$ cat src/rtl/blink_gen_if.sv
// blink_gen_if: configuration write bus for blink_gen.
interface blink_gen_if #(
  parameter int N_CH = 4,
  parameter int PW = 12,
  parameter int CW = 4
);
  localparam int CHW = N_CH > 1 ? $clog2(N_CH) : 1;
  logic cfg_we;
  logic [CHW-1:0] cfg_ch;
  logic [1:0] cfg_mode;
  logic [PW-1:0] cfg_period;
  logic [PW-1:0] cfg_on;
  logic [CW-1:0] cfg_count;
  modport master (output cfg_we, cfg_ch, cfg_mode, cfg_period, cfg_on, cfg_count);
  modport slave (input cfg_we, cfg_ch, cfg_mode, cfg_period, cfg_on, cfg_count);
endinterface

$ cat src/rtl/blink_gen.sv
// blink_gen: multi-channel programmable blink generator with shared 1 ms prescaler.
// Defining BLINK_SYNC_EN adds a sync input that holds the prescaler and all phases at 0.
module blink_gen #(
  parameter int CLK_HZ = 100000000,
  parameter int N_CH = 4,
  parameter int PW = 12,
  parameter int CW = 4
) (
  input  logic            clk,
  input  logic            reset,
`ifdef BLINK_SYNC_EN
  input  logic            sync,
`endif
  blink_gen_if.slave      cfg,
  output logic            ms_tick,
  output logic [N_CH-1:0] blink,
  output logic [N_CH-1:0] busy,
  output logic [N_CH-1:0] done
);
  localparam int DIV = CLK_HZ / 1000;
  localparam int DW = $clog2(DIV);
  localparam int CHW = N_CH > 1 ? $clog2(N_CH) : 1;
  typedef enum logic [1:0] {OFF, ON, BLINK, BURST} mode_t;
  logic hold;
`ifdef BLINK_SYNC_EN
  assign hold = sync;
`else
  assign hold = 1'b0;
`endif
  logic [DW-1:0] pre_q, pre_d;
  logic tick_q, tick_d;
  always_comb begin
    tick_d = !hold && pre_q == DW'(DIV - 1);
    pre_d = (hold || pre_q == DW'(DIV - 1)) ? '0 : pre_q + 1'b1;
  end
  always_ff @(posedge clk or posedge reset) begin
    if (reset) begin
      pre_q <= '0;
      tick_q <= 1'b0;
    end else begin
      pre_q <= pre_d;
      tick_q <= tick_d;
    end
  end
  assign ms_tick = tick_q;
  for (genvar g = 0; g < N_CH; g++) begin : g_ch
    mode_t mode_q, mode_d;
    logic [PW-1:0] per_q, per_d, on_q, on_d, ph_q, ph_d, last;
    logic [CW-1:0] rem_q, rem_d;
    logic blink_q, blink_d, busy_q, busy_d, done_q, done_d, wr, run, wrap;
    assign wr = cfg.cfg_we && cfg.cfg_ch == CHW'(g);
    assign run = mode_q == BLINK || mode_q == BURST;
    // a zero period behaves as one, so the last phase is 0 in both cases
    assign last = per_q == '0 ? '0 : per_q - 1'b1;
    assign wrap = ph_q == last;
    always_comb begin
      mode_d = mode_q;
      per_d = per_q;
      on_d = on_q;
      ph_d = ph_q;
      rem_d = rem_q;
      done_d = 1'b0;
      if (wr) begin
        mode_d = mode_t'(cfg.cfg_mode);
        per_d = cfg.cfg_period;
        on_d = cfg.cfg_on;
        ph_d = '0;
        rem_d = cfg.cfg_count;
      end else if (mode_q == BURST && rem_q == '0) begin
        mode_d = OFF;
        done_d = 1'b1;
      end else if (hold) begin
        ph_d = '0;
      end else if (run && tick_q) begin
        ph_d = wrap ? '0 : ph_q + 1'b1;
        if (wrap && mode_q == BURST) begin
          rem_d = rem_q - 1'b1;
          mode_d = rem_q == CW'(1) ? OFF : mode_q;
          done_d = rem_q == CW'(1);
        end
      end
      busy_d = mode_d == BLINK || mode_d == BURST;
      blink_d = mode_d == ON || (busy_d && ph_d < on_d);
    end
    always_ff @(posedge clk or posedge reset) begin
      if (reset) begin
        mode_q <= OFF;
        per_q <= '0;
        on_q <= '0;
        ph_q <= '0;
        rem_q <= '0;
        blink_q <= 1'b0;
        busy_q <= 1'b0;
        done_q <= 1'b0;
      end else begin
        mode_q <= mode_d;
        per_q <= per_d;
        on_q <= on_d;
        ph_q <= ph_d;
        rem_q <= rem_d;
        blink_q <= blink_d;
        busy_q <= busy_d;
        done_q <= done_d;
      end
    end
    assign blink[g] = blink_q;
    assign busy[g] = busy_q;
    assign done[g] = done_q;
  end
endmodule

$ cat src/flat_wrapper.sv
// flat-port wrapper written by rule: the top's interface ports become plain ports
module blink_gen_flat 
#(
  parameter int CLK_HZ = 100000000,
  parameter int N_CH = 4,
  parameter int PW = 12,
  parameter int CW = 4
)
  (clk, reset, ms_tick, blink, busy, done, cfg_cfg_we, cfg_cfg_ch, cfg_cfg_mode, cfg_cfg_period, cfg_cfg_on, cfg_cfg_count);
  blink_gen_if #(.N_CH(N_CH), .PW(PW), .CW(CW)) cfg_i ();
  input  logic clk;
  input  logic reset;
  output logic ms_tick;
  output logic [N_CH-1:0] blink;
  output logic [N_CH-1:0] busy;
  output logic [N_CH-1:0] done;
  input wire logic [$bits(cfg_i.cfg_we)-1:0] cfg_cfg_we;
  input wire logic [$bits(cfg_i.cfg_ch)-1:0] cfg_cfg_ch;
  input wire logic [$bits(cfg_i.cfg_mode)-1:0] cfg_cfg_mode;
  input wire logic [$bits(cfg_i.cfg_period)-1:0] cfg_cfg_period;
  input wire logic [$bits(cfg_i.cfg_on)-1:0] cfg_cfg_on;
  input wire logic [$bits(cfg_i.cfg_count)-1:0] cfg_cfg_count;
  assign cfg_i.cfg_we = cfg_cfg_we;
  assign cfg_i.cfg_ch = cfg_cfg_ch;
  assign cfg_i.cfg_mode = cfg_cfg_mode;
  assign cfg_i.cfg_period = cfg_cfg_period;
  assign cfg_i.cfg_on = cfg_cfg_on;
  assign cfg_i.cfg_count = cfg_cfg_count;
  blink_gen #(.CLK_HZ(CLK_HZ), .N_CH(N_CH), .PW(PW), .CW(CW)) u_core (.clk(clk), .reset(reset), .cfg(cfg_i), .ms_tick(ms_tick), .blink(blink), .busy(busy), .done(done));
endmodule
$ cat config.mk
export PLATFORM = sky130hd
export DESIGN_NAME = blink_gen_flat
export DESIGN_NICKNAME = d
export VERILOG_FILES = /design/src/rtl/blink_gen_if.sv /design/src/rtl/blink_gen.sv /design/src/flat_wrapper.sv
export SDC_FILE = /design/constraint.sdc
export NUM_CORES = 1
export LEC_CHECK = 0
export CAP_MARGIN = 20
export CORE_UTILIZATION = 40
export CTS_BUF_LIST = sky130_fd_sc_hd__clkbuf_8 sky130_fd_sc_hd__clkbuf_16
export DETAILED_ROUTE_END_ITERATION = 8
export PLACE_DENSITY = 0.68
export SYNTH_ARGS = -nofsm -noshare
export SYNTH_HDL_FRONTEND = slang
export SYNTH_SLANG_ARGS = --single-unit
$ cat constraint.sdc
create_clock -name clk -period 18.3 [get_ports clk]
set_input_delay 3.66 -clock clk [delete_from_list [all_inputs] [get_ports clk]]
set_output_delay 3.66 -clock clk [all_outputs]
set_load 0.01 [all_outputs]
==> impl_metrics.csv, run 1 <==
group,metric,value,unit
timing,fmax,148,MHz
logic_synthesis,synth_adder_area_share,0.0622,
grt,antenna_found_initial,0,
clock_tree,post_cts_resized,0,
worst_hold_path,hold_start,"u_core.g_ch[2].on_q[0]$_DFF_PP0_",
route,drt-wirelength-per-cell,17.9,um
run,maxCapViolations,0,
floorplanning,die_area,31400,sq um
setup_path,path_max_fanout,31,
placed_design,placedCellCount,1764,
setup_path,start_kind,"primary input",
grt,grt_util_all_layers,0.213,
clock_tree,cts_buffers,17,
clock_tree,path_clk_slew,0.08,ns
logic_synthesis,synth_top_family_by_area,"simple AND/OR/NAND/NOR gates",
grt,grt_pass1_vias,9595,
clock_tree,cts_root_buffer,"clkbuf_16",
logic_synthesis,synth-seq-cells,198,
floorplanning,start_util,0.411,
layout,final_util,0.455,
layout,antenna_cells,0,
setup_path,end_kind,"register",
power_and_ir_drop,vdd_drop_max,0.0727,mV
logic_synthesis,syn_nets,1486,
placed_design,port_buffers,47,
floorplanning,die_h,177,um
setup_path,timing.rr.start,"u_core.g_ch[2].per_q[0]$_DFFE_PP0P_",
timing,max_slew_margin,0.422,
setup_path,cp.arrival,7.16,ns
route,vias_per_cell,5.62,
timing,fin_tns_setup,0,ns
timing,slew_viol_final,0,
logic_synthesis,ys.flop_type,"dfrtp_1",
timing,setup_violations,0,
logic_synthesis,yosys.cell_count.top_type,"nand2_1",
logic_synthesis,yosys-top-cells-area,"dfrtp_1, ha_1, nand2_1, mux2i_1, xor2_1",
route,drtIter0Drc,777,
logic_synthesis,synth_seq_area_share,0.404,
logic_synthesis,yosysWarningCount,0,
logic_synthesis,avgSynthCellArea,8.83,sq um
layout,area_delta_synth_final,10.9,%
layout,finalNonFillerCells,1797,
route,firstDrtPassIters,5,
clock_tree,clk_path_buf_depth,2,
route,wirelength,32200,um
power_and_ir_drop,power_density,86.5,nW/um^2
power_and_ir_drop,power,0.00118,W
placed_design,place_worst_setup_slack,11.06,ns
timing,fin_skew,0.0113,ns
timing,period_share,0.370,
floorplanning,die_w,177,um
timing,rsz0062_at_grt,"false",
setup_path,path_class,"primary input to register",
timing,min_period,6.78,ns
logic_synthesis,synth_xor_area_frac,0.0607,
setup_path,cp-startpoint,"cfg_cfg_ch[1]",
clock_tree,cts.sinks,198,
logic_synthesis,synth_area_leader_cell,"dfrtp_1",
worst_hold_path,hold_class,"register to register",
logic_synthesis,synth_edf_count,0,
timing,worst_slack,11.52,ns
logic_synthesis,synth_top_cells_by_count,"nand2_1, dfrtp_1, nor2_1",
floorplanning,pin_count,48,
setup_path,critPathRequiredTime,18.68,ns
clock_tree,cts_hold_buffers,0,
grt,gr-total-overflow,0,
power_and_ir_drop,p_leak,6.46,nW
clock_tree,tritoncts,"built",
route,vias,10100,
clock_tree,cts.htree.levels,4,
grt,grt_pass1_wl,51600,um
layout,nets,1490,
layout,num-fill-cells,2806,
timing,worstMarginPinSlew,0.867,ns
placed_design,dp.final_hpwl,22600,um
floorplanning,rows,63,
clock_tree,clk-insertion-delay-late,0.46,ns
timing,hold_viol_final,0,
logic_synthesis,synthMuxAreaShare,0.0527,
logic_synthesis,synth_area,12300,sq um
run_status,outcome,"finished clean",
logic_synthesis,async_flop_share,1.00,
layout,drive_gt1_frac,0.0483,
clock_tree,cts_setup_buffers,0,
route,drcViolationCount,0,
grt,grt_start_max_net_pins,116,
route,ant_nets,0,
logic_synthesis,synth_simple_gate_area_frac,0.247,
logic_synthesis,synth.distinct_cells,72,
logic_synthesis,netlist_instances,1390,
floorplanning,core-area,29900,sq um
placed_design,place.gp.congestion,0.879,
logic_synthesis,synth-compound-area-share,0.120,
logic_synthesis,synth_top_area_share,0.404,
sequential cells by signal (all words and copies together), names as in the netlist:
| register | cells |
|---|---|
| u_core.ms_tick | 1 |
| u_core.g_ch.rem_q | 16 |
| u_core.g_ch.blink_q | 4 |
| u_core.pre_q | 17 |
| u_core.g_ch.mode_q | 8 |
| u_core.g_ch.done_q | 4 |
| u_core.g_ch.on_q | 48 |
| u_core.g_ch.per_q | 48 |
| u_core.g_ch.busy_q | 4 |
| u_core.g_ch.ph_q | 48 |
worst max-delay path, stage by stage:
cell and delay, ns:
clkdlybuf4s50_1 0.61, or2_2 0.66, o21ai_1 0.41, nor2_1 0.25, ha_1 0.28, a21o_1 0.16, a21o_1 0.17, a21o_1 0.17
a21o_1 0.16, a21o_1 0.17, a21oi_1 0.18, o221ai_1 0.14, mux2i_1 0.15
power by group:
group / internal, W / total (W) / leakage, nW / switching [W]
Combinational: 0.000106 / 0.000253 / 3.71 / 0.000147
Clock: 0.000197 / 0.000392 / 0.298 / 0.000195
Sequential: 0.000484 / 0.000531 / 2.45 / 0.0000474
Total: 0.000787 / 0.00118 / 6.46 / 0.000390
stage by stage:
step	hold WS, ns	cell area, sq um
floorplan	0.435	12300
global placement	0.463	13000
detailed placement	0.460	13000
CTS	0.480	13600
global route	0.495	13600
finish	0.476	13600
final timing paths:
kind / cells after the start / slack (ns) / to
setup / recovery: 13 / 11.52 / u_core.g_ch[1].blink_q$_DFF_PP0_
hold / removal: 2 / 0.48 / u_core.g_ch[2].on_q[0]$_DFF_PP0_
setup reg to reg: 18 / 12.61 / u_core.g_ch[2].blink_q$_DFF_PP0_
hold reg to reg: 2 / 0.48 / u_core.g_ch[2].on_q[0]$_DFF_PP0_
max in group asynchronous: 4 / 13.24 / u_core.g_ch[0].rem_q[1]$_DFFE_PP0P_
min in group asynchronous: 2 / 3.77 / u_core.g_ch[3].on_q[2]$_DFF_PP0_
per-layer routing:
| layer | up-vias | global-route usage | wire, um |
|---|---|---|---|
| met5 | - | 0 | 0 |
| met4 | 0 | 0.0751 | 762 |
| li1 | 4904 | - | - |
| met3 | 45 | 0.0408 | 1740 |
| met2 | 242 | 0.320 | 14200 |
| met1 | 4914 | 0.304 | 15400 |
final cells by class:
cell class,instances,area [sq um],area share
flip-flops and latches,198,4950,0.364
repair buffers,56,558,0.0410
multi-input cells,1034,6670,0.490
well taps,390,488,0.0359
clock buffers,17,425,0.0313
clock inverters,15,180,0.0132
inverters,87,334,0.0246
cell families (layout without fill, tap and decap cells):
kind of cell               after synthesis  in the layout
muxes                                   64             64
adders and majority gates               61             61
AOI/OAI and AO/OA                      225            225
xor gates and xnor gates                85             85
buffers and inverters                  158            175
DFF                                    198            198
and+or+nand+nor                        599            599
placed cells by master (no fill, tap or decap), types with 7 or more instances in the layout:
| cell type | Yosys | final |
|---|---|---|
| clkbuf_16 | 0 | 17 |
| dfrtp_1 | 198 | 198 |
| a21oi_1 | 49 | 49 |
| buf_4 | 12 | 8 |
| o21ai_0 | 51 | 51 |
| ha_1 | 61 | 61 |
| mux2i_1 | 59 | 59 |
| o21ai_1 | 7 | 7 |
| nor4_1 | 18 | 18 |
| nor3b_1 | 9 | 8 |
| nand4_1 | 30 | 30 |
| nor2b_1 | 8 | 8 |
| or4_1 | 17 | 17 |
| nor2_1 | 106 | 106 |
| xnor2_1 | 37 | 37 |
| or3_1 | 23 | 23 |
| nor3_1 | 32 | 32 |
| o31ai_1 | 14 | 14 |
| inv_1 | 87 | 86 |
| xor2_1 | 48 | 48 |
| a21o_1 | 20 | 20 |
| nand3_1 | 60 | 60 |
| or2_2 | 9 | 9 |
| clkdlybuf4s50_1 | 0 | 47 |
| a31oi_1 | 17 | 17 |
| and4_1 | 10 | 10 |
| nand2b_1 | 10 | 10 |
| and2_1 | 7 | 7 |
| nand2_1 | 201 | 201 |
| and3_1 | 26 | 26 |
No activity file was read; power rests on OpenSTA's default activity.
==> run 2: changes to the inputs <==
--- a/config.mk
+++ b/config.mk
@@ -9,7 +9,7 @@
 export CORE_UTILIZATION = 40
 export CTS_BUF_LIST = sky130_fd_sc_hd__clkbuf_8 sky130_fd_sc_hd__clkbuf_16
 export DETAILED_ROUTE_END_ITERATION = 8
-export PLACE_DENSITY = 0.68
+export PLACE_DENSITY = 0.7
 export SYNTH_ARGS = -nofsm -noshare
 export SYNTH_HDL_FRONTEND = slang
 export SYNTH_SLANG_ARGS = --single-unit
==> constraint.sdc (replaced) <==
create_clock -name clk -period 6.01 [get_ports clk]
set_input_delay 1.202 -clock clk [delete_from_list [all_inputs] [get_ports clk]]
set_output_delay 1.202 -clock clk [all_outputs]
set_load 0.01 [all_outputs]
==> run 2 against run 1 <==
Cell area decreased by 0.28%. Final cell count is essentially flat. Clock skew is 0.0012 ns higher. Largest cell class unchanged. Via count is essentially flat.
==> impl_metrics.csv, run 2 (synthesis results as in run 1) <==
group,metric,value,unit
run_status,outcome,"finished clean",
route,ant_nets,0,
route,drt-wirelength-per-cell,17.7,um
clock_tree,cts_setup_buffers,0,
timing,worst_slack,0.596,ns
layout,reg_top3,"u_core.g_ch.on_q (48), u_core.g_ch.per_q (48), u_core.g_ch.ph_q (48)",
layout,antenna_cells,0,
clock_tree,clk-insertion-delay-late,0.45,ns
grt,grt_start_max_net_pins,177,
placed_design,port_buffers,47,
route,vias,10100,
timing,worstMarginPinSlew,1.04,ns
timing,slew_viol_final,0,
power_and_ir_drop,vdd_drop_max,0.235,mV
clock_tree,post_cts_resized,0,
layout,final_common_cell,"nand2_1",
clock_tree,cts_buffers,17,
setup_path,cp.arrival,5.77,ns
setup_path,start_kind,"register",
timing,period_share,0.901,
floorplanning,die_area,31400,sq um
floorplanning,start_util,0.411,
route,vias_per_cell,5.63,
floorplanning,die_h,177,um
power_and_ir_drop,power_density,262,nW/um^2
timing,max_slew_margin,0.306,
grt,antenna_found_initial,1,
grt,grt_pass1_vias,9676,
layout,area_delta_synth_final,10.6,%
clock_tree,tritoncts,"built",
floorplanning,die_w,177,um
layout,final_cell_area,13600,sq um
clock_tree,path_clk_slew,0.08,ns
timing,fin_skew,0.0126,ns
timing,fin_tns_setup,0,ns
setup_path,critPathRequiredTime,6.36,ns
floorplanning,core-area,29900,sq um
power_and_ir_drop,p_leak,6.43,nW
setup_path,path_max_fanout,14,
clock_tree,clk_path_buf_depth,2,
floorplanning,rows,63,
timing,setup_violations,0,
clock_tree,cts.htree.levels,4,
timing,min_period,5.41,ns
placed_design,place.gp.congestion,0.917,
timing,fmax,185,MHz
route,drtIter0Drc,857,
placed_design,place_worst_setup_slack,0.651,ns
grt,grt_util_all_layers,0.211,
layout,nets,1489,
layout,most-common-layout-cells,"nand2_1, dfrtp_1, nor2_1",
grt,grt_pass1_wl,51500,um
floorplanning,pin_count,48,
setup_path,path_class,"register to register",
timing,rsz0062_at_grt,"false",
route,firstDrtPassIters,5,
grt,gr-total-overflow,0,
placed_design,dp.final_hpwl,22800,um
layout,final_util,0.454,
timing,hold_viol_final,0,
worst_hold_path,hold_class,"register to register",
route,drcViolationCount,0,
run,maxCapViolations,0,
route,wirelength,31800,um
layout,drive_gt1_frac,0.0477,
setup_path,end_kind,"register",
clock_tree,cts.sinks,198,
clock_tree,cts_hold_buffers,0,
placed_design,dpl_cell_area,13000,sq um
clock_tree,cts_root_buffer,"clkbuf_16",
-- run 2: cell types whose count changed in the layout (fill, tap and decap cells not counted) --
cell        change
clkinv_2        +2
clkbuf_8        +2
buf_16          -1
clkinvlp_4      +2
inv_8           -3
buf_12          +1
clkinv_4        -1
clkinv_8        -2
buf_4           -1
-- run 2: final timing paths --
check / from / to / slack [ns] / depth (start not counted)
setup / recovery: u_core.g_ch[2].per_q[0]$_DFFE_PP0P_ / u_core.g_ch[2].blink_q$_DFF_PP0_ / 0.60 / 18
hold / removal: u_core.pre_q[0]$_DFF_PP0_ / u_core.pre_q[0]$_DFF_PP0_ / 0.48 / 1
hold reg to reg: u_core.pre_q[0]$_DFF_PP0_ / u_core.pre_q[0]$_DFF_PP0_ / 0.48 / 1
setup reg to reg: u_core.g_ch[2].per_q[0]$_DFFE_PP0P_ / u_core.g_ch[2].blink_q$_DFF_PP0_ / 0.60 / 18
max in group asynchronous: reset / u_core.g_ch[3].per_q[10]$_DFFE_PP0P_ / 3.50 / 3
min in group asynchronous: reset / u_core.g_ch[3].on_q[3]$_DFF_PP0_ / 1.14 / 2
-- run 2: critical path, stage by stage, from the launching register on --
cell and delay [ns]:
dfrtp_1 0.45, inv_1 0.10, ha_1 0.26, or4b_4 0.55, nor4_4 0.42, or3_1 0.17
a22oi_1 0.07, or4_1 0.55, or4_4 0.64, o21ai_2 0.37, nor2_1 0.12, ha_1 0.31
a21o_1 0.18, a21o_1 0.17, a21oi_1 0.15, nor2_1 0.05, a2111oi_0 0.40, o311ai_1 0.16
o221ai_1 0.18
-- run 2: final cells by class --
type	count	area [sq um]
Clock buffer	19	453
Clock inverter	13	134
Fill cell	2869	16300
Inverter	87	330
Multi-Input combinational cell	1034	6670
Sequential cell	198	4950
Tap cell	390	488
Timing Repair Buffer	55	543
-- run 2: through the flow --
| step | cells | total power, W | hold WS (ns) |
|---|---|---|---|
| floorplan | 1390 | 0.00218 | 0.435 |
| global placement | 1764 | 0.00238 | 0.457 |
| detailed placement | 1764 | 0.00241 | 0.465 |
| CTS | 1796 | 0.00357 | 0.480 |
| global route | 1796 | 0.00375 | 0.506 |
| finish | 1796 | 0.00356 | 0.478 |
-- run 2: metal layers --
| metal | GRT usage | vias to the layer above | wire [um] |
|---|---|---|---|
| li1 | - | 4906 | - |
| met1 | 0.298 | 4875 | 15200 |
| met2 | 0.327 | 285 | 14300 |
| met3 | 0.0395 | 42 | 1730 |
| met4 | 0.0582 | 2 | 588 |
| met5 | 0 | - | 9 |
-- run 2: report_power, final --
group	internal [W]	switching [W]
clock	0.000607	0.000560
combinational	0.000322	0.000449
sequential	0.00147	0.000146
total	0.00240	0.00115
==> run 3: changes to the inputs <==
--- a/config.mk
+++ b/config.mk
@@ -8,6 +8,7 @@
 export CAP_MARGIN = 20
 export CORE_UTILIZATION = 40
 export CTS_BUF_LIST = sky130_fd_sc_hd__clkbuf_8 sky130_fd_sc_hd__clkbuf_16
+export CTS_CLUSTER_DIAMETER = 120
 export DETAILED_ROUTE_END_ITERATION = 8
 export PLACE_DENSITY = 0.7
 export SYNTH_ARGS = -nofsm -noshare
==> results of run 3 <==
Final layout, timing and power as in run 2 (identical DEF).
==> edit 1: new RTL, settings of run 2 <==
`CLK_HZ` is set to 100000000 in 2 places; all go to 200000000.
--- a/src/rtl/blink_gen.sv
+++ b/src/rtl/blink_gen.sv
@@ -1,7 +1,7 @@
 // blink_gen: multi-channel programmable blink generator with shared 1 ms prescaler.
 // Defining BLINK_SYNC_EN adds a sync input that holds the prescaler and all phases at 0.
 module blink_gen #(
-  parameter int CLK_HZ = 100000000,
+  parameter int CLK_HZ = 200000000,
   parameter int N_CH = 4,
   parameter int PW = 12,
   parameter int CW = 4
--- a/src/flat_wrapper.sv
+++ b/src/flat_wrapper.sv
@@ -1,7 +1,7 @@
 // flat-port wrapper written by rule: the top's interface ports become plain ports
 module blink_gen_flat 
 #(
-  parameter int CLK_HZ = 100000000,
+  parameter int CLK_HZ = 200000000,
   parameter int N_CH = 4,
   parameter int PW = 12,
   parameter int CW = 4
Behaviour: no difference found for any inputs over 4 cycles, from zero or initial values and one cycle with reset high; that may be too few to reach the edited logic, so the function may still have changed.
==> edit 1 against run 2 <==
Synthesized cell count is 0.36% lower. Routed wire length fell by 1.9%. Worst setup slack improved by 0.26 ns. Combinational power rose by 7.0%. Synthesized area increased by 0.17%. Total power up 2.9%. Sequential cell count rose by 1. Core utilization barely moved. Fmax grew 5.0%. Cell area is 0.32% higher. First-iteration DRC count shrank 2.3%.
==> edit 1: results (changes against run 2) <==
metric,value,unit,change
synth.distinct_cells,83,,was 72
grt_pass1_wl,50600,microns,was 51500 microns
synthTopCellsByCount,"nand2_1 (219), dfrtp_1 (199), nor2_1 (104)",,"was nand2_1 (201), dfrtp_1 (198), nor2_1 (106)"
place_ws,0.905,ns,was 0.651 ns
ys_seq_area_frac,0.405,,was 0.404
drt_iter0_drc,837,,was 857
dpl.hpwl,22900,microns,was 22800 microns
ys_top_cells_by_area,"dfrtp_1 (41%), nand2_1 (6.7%), ha_1 (6.2%)",,"was dfrtp_1 (40%), ha_1 (6.2%), nand2_1 (6.1%)"
crit_fanout,10,,was 14
ir_drop,0.000205,V,was 0.000235 V
viasPerCell,5.69,,was 5.63
arrival,5.49,ns,was 5.77 ns
met3WireLength,2100,microns,was 1730 microns
skew,0.00965,ns,was 0.0126 ns
routabilityCongestion,0.892,,was 0.917
met2_length,13500,microns,was 14300 microns
p_leak,0.00630,uW,was 0.00643 uW
track_usage,0.207,,was 0.211
first_pass_iters,6,,was 5
grt_antenna_before_repair,0,,was 1
grt_pass1_vias,9547,,was 9676
drt-total-wl,31200,microns,was 31800 microns
routed.top_layer,met4,,was met5
drive_above_1_share,0.0542,,was 0.0477
status,"complete, no violations",,unchanged
relSlewSlack,0.338,,was 0.306
fillers,2841,,was 2869
wl_met1,14900,microns,was 15200 microns
placed_cell_area,0.0130,sq mm,about the same
==> edit 1: where the power goes <==
group / internal [uW] / switching [uW] / total [uW] / leakage, uW
Combinational: 351 / 473 / 825 / 0.00349
Sequential: 1490 / 157 / 1650 / 0.00251
Clock: 662 / 521 / 1180 / 0.000293
==> edit 1: critical path: stages, from the launching register on <==
cell       delay [ns]
dfrtp_1          0.46
inv_1            0.11
ha_1             0.24
or4b_1           0.54
nor2_1           0.32
nand3_1          0.12
and2_1           0.18
a211oi_1         0.24
nand4b_1         0.11
or4_1            0.60
o21ai_1          0.52
nor2_1           0.17
ha_1             0.33
nand4_1          0.10
nor3_1           0.27
o2111ai_1        0.18
o221ai_1         0.22
a21oi_1          0.06
a221o_1          0.29
==> edit 1: worst paths after layout <==
check,slack [ns],endpoint,depth (start not counted),from
max,0.85,u_core.g_ch[0].blink_q$_DFF_PP0_,18,u_core.g_ch[0].per_q[0]$_DFFE_PP0P_
min,0.48,u_core.g_ch[3].on_q[0]$_DFF_PP0_,2,u_core.g_ch[3].on_q[0]$_DFF_PP0_
max reg2reg,0.85,u_core.g_ch[0].blink_q$_DFF_PP0_,18,u_core.g_ch[0].per_q[0]$_DFFE_PP0P_
min reg2reg,0.48,u_core.g_ch[3].on_q[0]$_DFF_PP0_,2,u_core.g_ch[3].on_q[0]$_DFF_PP0_
max in group asynchronous,3.66,u_core.g_ch[0].per_q[8]$_DFFE_PP0P_,3,reset
min in group asynchronous,1.08,u_core.pre_q[15]$_DFF_PP0_,2,reset
==> edit 1: cell type report <==
| cell class | instances | share of cell area |
|---|---|---|
| tap | 390 | 0.0358 |
| sequential | 199 | 0.366 |
| clock buffer | 18 | 0.0323 |
| multi-input combinational | 1037 | 0.492 |
| clock inverter | 13 | 0.0114 |
| timing repair buffer | 57 | 0.0408 |
| inverter | 77 | 0.0215 |
==> edit 1: through the flow <==
stage	cells	total power, uW	hold WS [ns]	utilization
detailed placement	1759	2490	0.465	0.434
floorplan	1385	2260	0.441	-
global placement	1759	2470	0.463	0.434
finish	1791	3660	0.478	0.454
global route	1791	3850	0.499	0.454
CTS	1790	3680	0.481	0.454
==> edit 1: kinds of logic after synthesis <==
logic type,synth area share
AND/OR/NAND/NOR,0.242
multiplexers,0.0494
XOR/XNOR,0.0681
buffers and inverters,0.0503
adder cells (fa/ha/maj),0.0621
AO/OA/AOI/OAI,0.123
flip-flops,0.405
==> edit 1: metal layers <==
metal	vias up	global-route usage
li1	4867	-
met1	4956	0.304
met2	336	0.303
met3	40	0.0394
met4	0	0.0670
met5	-	0
==> edit 2: new RTL, flow settings as in run 2 <==
Without the edit above. Put one more register stage on the output `done`. The value now appears one clock later. The other outputs are not delayed to match.
--- a/src/rtl/blink_gen.sv
+++ b/src/rtl/blink_gen.sv
@@ -21,6 +21,8 @@
   localparam int DW = $clog2(DIV);
   localparam int CHW = N_CH > 1 ? $clog2(N_CH) : 1;
   typedef enum logic [1:0] {OFF, ON, BLINK, BURST} mode_t;
+
+  logic [N_CH-1:0] done_c;
   logic hold;
 `ifdef BLINK_SYNC_EN
   assign hold = sync;
@@ -105,7 +107,11 @@
     end
     assign blink[g] = blink_q;
     assign busy[g] = busy_q;
-    assign done[g] = done_q;
+    assign done_c[g] = done_q;
   end
+  always_ff @(posedge clk) begin
+    done <= done_c;
+  end
+
 endmodule
 
Formal check against the unedited RTL: not equivalent (a bounded check fails within 4 cycles, from zero or initial values and one cycle with reset high).
==> edit 2 against run 2 <==
Combinational power up 7.1%. Count of clock-buffer cells in the layout up 7. Die area up 0.38%. Sequential power up 4%. Clock skew up 0.0058 ns. Cell area up 1.3%. Global-route usage down 0.38 points. Highest routed layer unchanged. Total power up 7.3%. Synthesized area up 0.39%. Critical path depth up 2. Worst setup slack better by 0.0038 ns. Routed wire length up 0.54%. Sequential cell count up 4.
==> edit 2: results (changes against run 2) <==
metric,value,unit,change
status,"complete, no violations",,unchanged
port_buffers,47,,unchanged
grt_start_max_net_pins,130,,was 177
final_nets,1495,,was 1489
cts.repair.resized,0,,unchanged
grt_antenna_before_repair,2,,was 1
r2r-start,u_core.g_ch[0].per_q[0]$_DFFE_PP0P_,,was u_core.g_ch[2].per_q[0]$_DFFE_PP0P_
cts.htree.levels,1,,was 4
synth.distinct_cells,79,,was 72
met3WireLength,2200,microns,was 1730 microns
routed.top_layer,met5,,unchanged
crit_end,u_core.g_ch[0].blink_q$_DFF_PP0_,,was u_core.g_ch[2].blink_q$_DFF_PP0_
hold_path.startpoint,u_core.g_ch[1].done_q$_DFF_PP0_,,was u_core.pre_q[0]$_DFF_PP0_
ir_drop,0.000193,V,was 0.000235 V
ys_seq_area_frac,0.409,,was 0.404
drt_iter0_drc,835,,was 857
grt_pass1_wl,51900,microns,was 51500 microns
routabilityCongestion,0.928,,was 0.917
cts_buffers,22,,was 17
p_leak,0.00628,uW,was 0.00643 uW
place_inst,1765,,was 1764
min_path_cells,0,,was 1
arrival,5.81,ns,was 5.77 ns
ys_top_cells_by_area,"dfrtp_1 (40%), nand2_1 (6.6%), ha_1 (6.2%)",,"was dfrtp_1 (40%), ha_1 (6.2%), nand2_1 (6.1%)"
grt_pass1_vias,9895,,was 9676
synthTopCellsByCount,"nand2_1 (215), dfrtp_1 (198), nor2_1 (108)",,"was nand2_1 (201), dfrtp_1 (198), nor2_1 (106)"
drive_above_1_share,0.0538,,was 0.0477
vias,10223,,was 10110
met2_length,13900,microns,was 14300 microns
skew,0.0184,ns,was 0.0126 ns
drt-total-wl,31900,microns,was 31800 microns
cts_root_buf,clkbuf_16,,unchanged
clk_latency,0.51,ns,was 0.45 ns
hold_end,u_core.done[1]$_DFF_P_,,was u_core.pre_q[0]$_DFF_PP0_
synthCells,1391,,was 1390
synth-async-reset-ratio,0.980,,was 1.00
wl_met1,14900,microns,was 15200 microns
reg2reg_depth,20,,was 18
dpl.hpwl,23100,microns,was 22800 microns
cts_buffer_depth,3,,was 2
reg_top3,"u_core.g_ch.on_q: 48 flops, u_core.g_ch.per_q: 48 flops, u_core.g_ch.ph_q: 48 flops",,unchanged
max_slew.worst_pin.slew,1.05,ns,was 1.04 ns
clk_pin_slew,0.06,ns,was 0.08 ns
viasPerCell,5.67,,was 5.63
track_usage,0.207,,was 0.211
crit_fanout,10,,was 14
## edit 2: cell types whose count changed after synthesis, sizes merged, moves of 6 or more
cell and change:
a211oi +7, nand3 -16, and3 -9, a21o -10
nor3 +6, nor4 +6, o31ai -7, xnor2 +8
nor2b +7, o21ai +8, nand2 +14, inv -9
o211a -6
## edit 2: metal layers
| metal | up-vias | global-route usage |
|---|---|---|
| li1 | 4888 | - |
| met1 | 4909 | 0.293 |
| met2 | 346 | 0.322 |
| met3 | 76 | 0.0364 |
| met4 | 4 | 0.0623 |
| met5 | - | 0 |
## edit 2: power by group
group          switching (uW)  internal [uW]  leakage (uW)
Sequential                165           1520       0.00253
Clock                     542            764      0.000368
Combinational             466            359       0.00338
## edit 2: per-stage QoR
stage	hold WS (ns)	setup slack, ns	total power (uW)	utilization	instance area, sq um
5_1_grt	0.349	0.171	4030	0.459	13700
3_3_place_gp	0.329	0.846	2500	0.436	13100
6_report	0.342	0.600	3820	0.459	13700
2_1_floorplan	0.324	1.15	2280	-	12300
3_5_place_dp	0.329	0.657	2520	0.436	13100
4_1_cts	0.343	0.623	3830	0.459	13700
## edit 2: cell type report
| type | count | area [sq um] |
|---|---|---|
| clock buffer | 26 | 617 |
| clock inverter | 11 | 71.3 |
| fill | 2842 | 16200 |
| inverter | 78 | 297 |
| multi-input combinational | 1036 | 6670 |
| sequential | 202 | 5030 |
| tap | 390 | 488 |
| timing repair buffer | 59 | 573 |
## edit 2: logic make-up after synthesis
family / after synthesis / share of synthesized area
AND/OR/NAND/NOR: 602 / 0.244
AO/OA/AOI/OAI: 217 / 0.114
flip-flops: 202 / 0.409
XOR/XNOR: 93 / 0.0684
multiplexers: 63 / 0.0524
buffers and inverters: 153 / 0.0506
adder cells (fa/ha/maj): 61 / 0.0620
## edit 2: critical path, stage by stage, from the launching register on
cell,delay [ns]
dfrtp_1,0.40
inv_1,0.10
ha_1,0.23
or3b_2,0.53
or3_1,0.41
xnor2_1,0.16
a2111o_1,0.42
a2111oi_2,0.33
nand3_2,0.22
o21ai_1,0.61
nor2_1,0.15
ha_1,0.33
a21o_1,0.16
a21o_1,0.16
a21oi_1,0.13
nor2_1,0.06
a2111oi_0,0.45
nor2_1,0.08
nor2_1,0.10
a21oi_1,0.07
a311oi_1,0.19
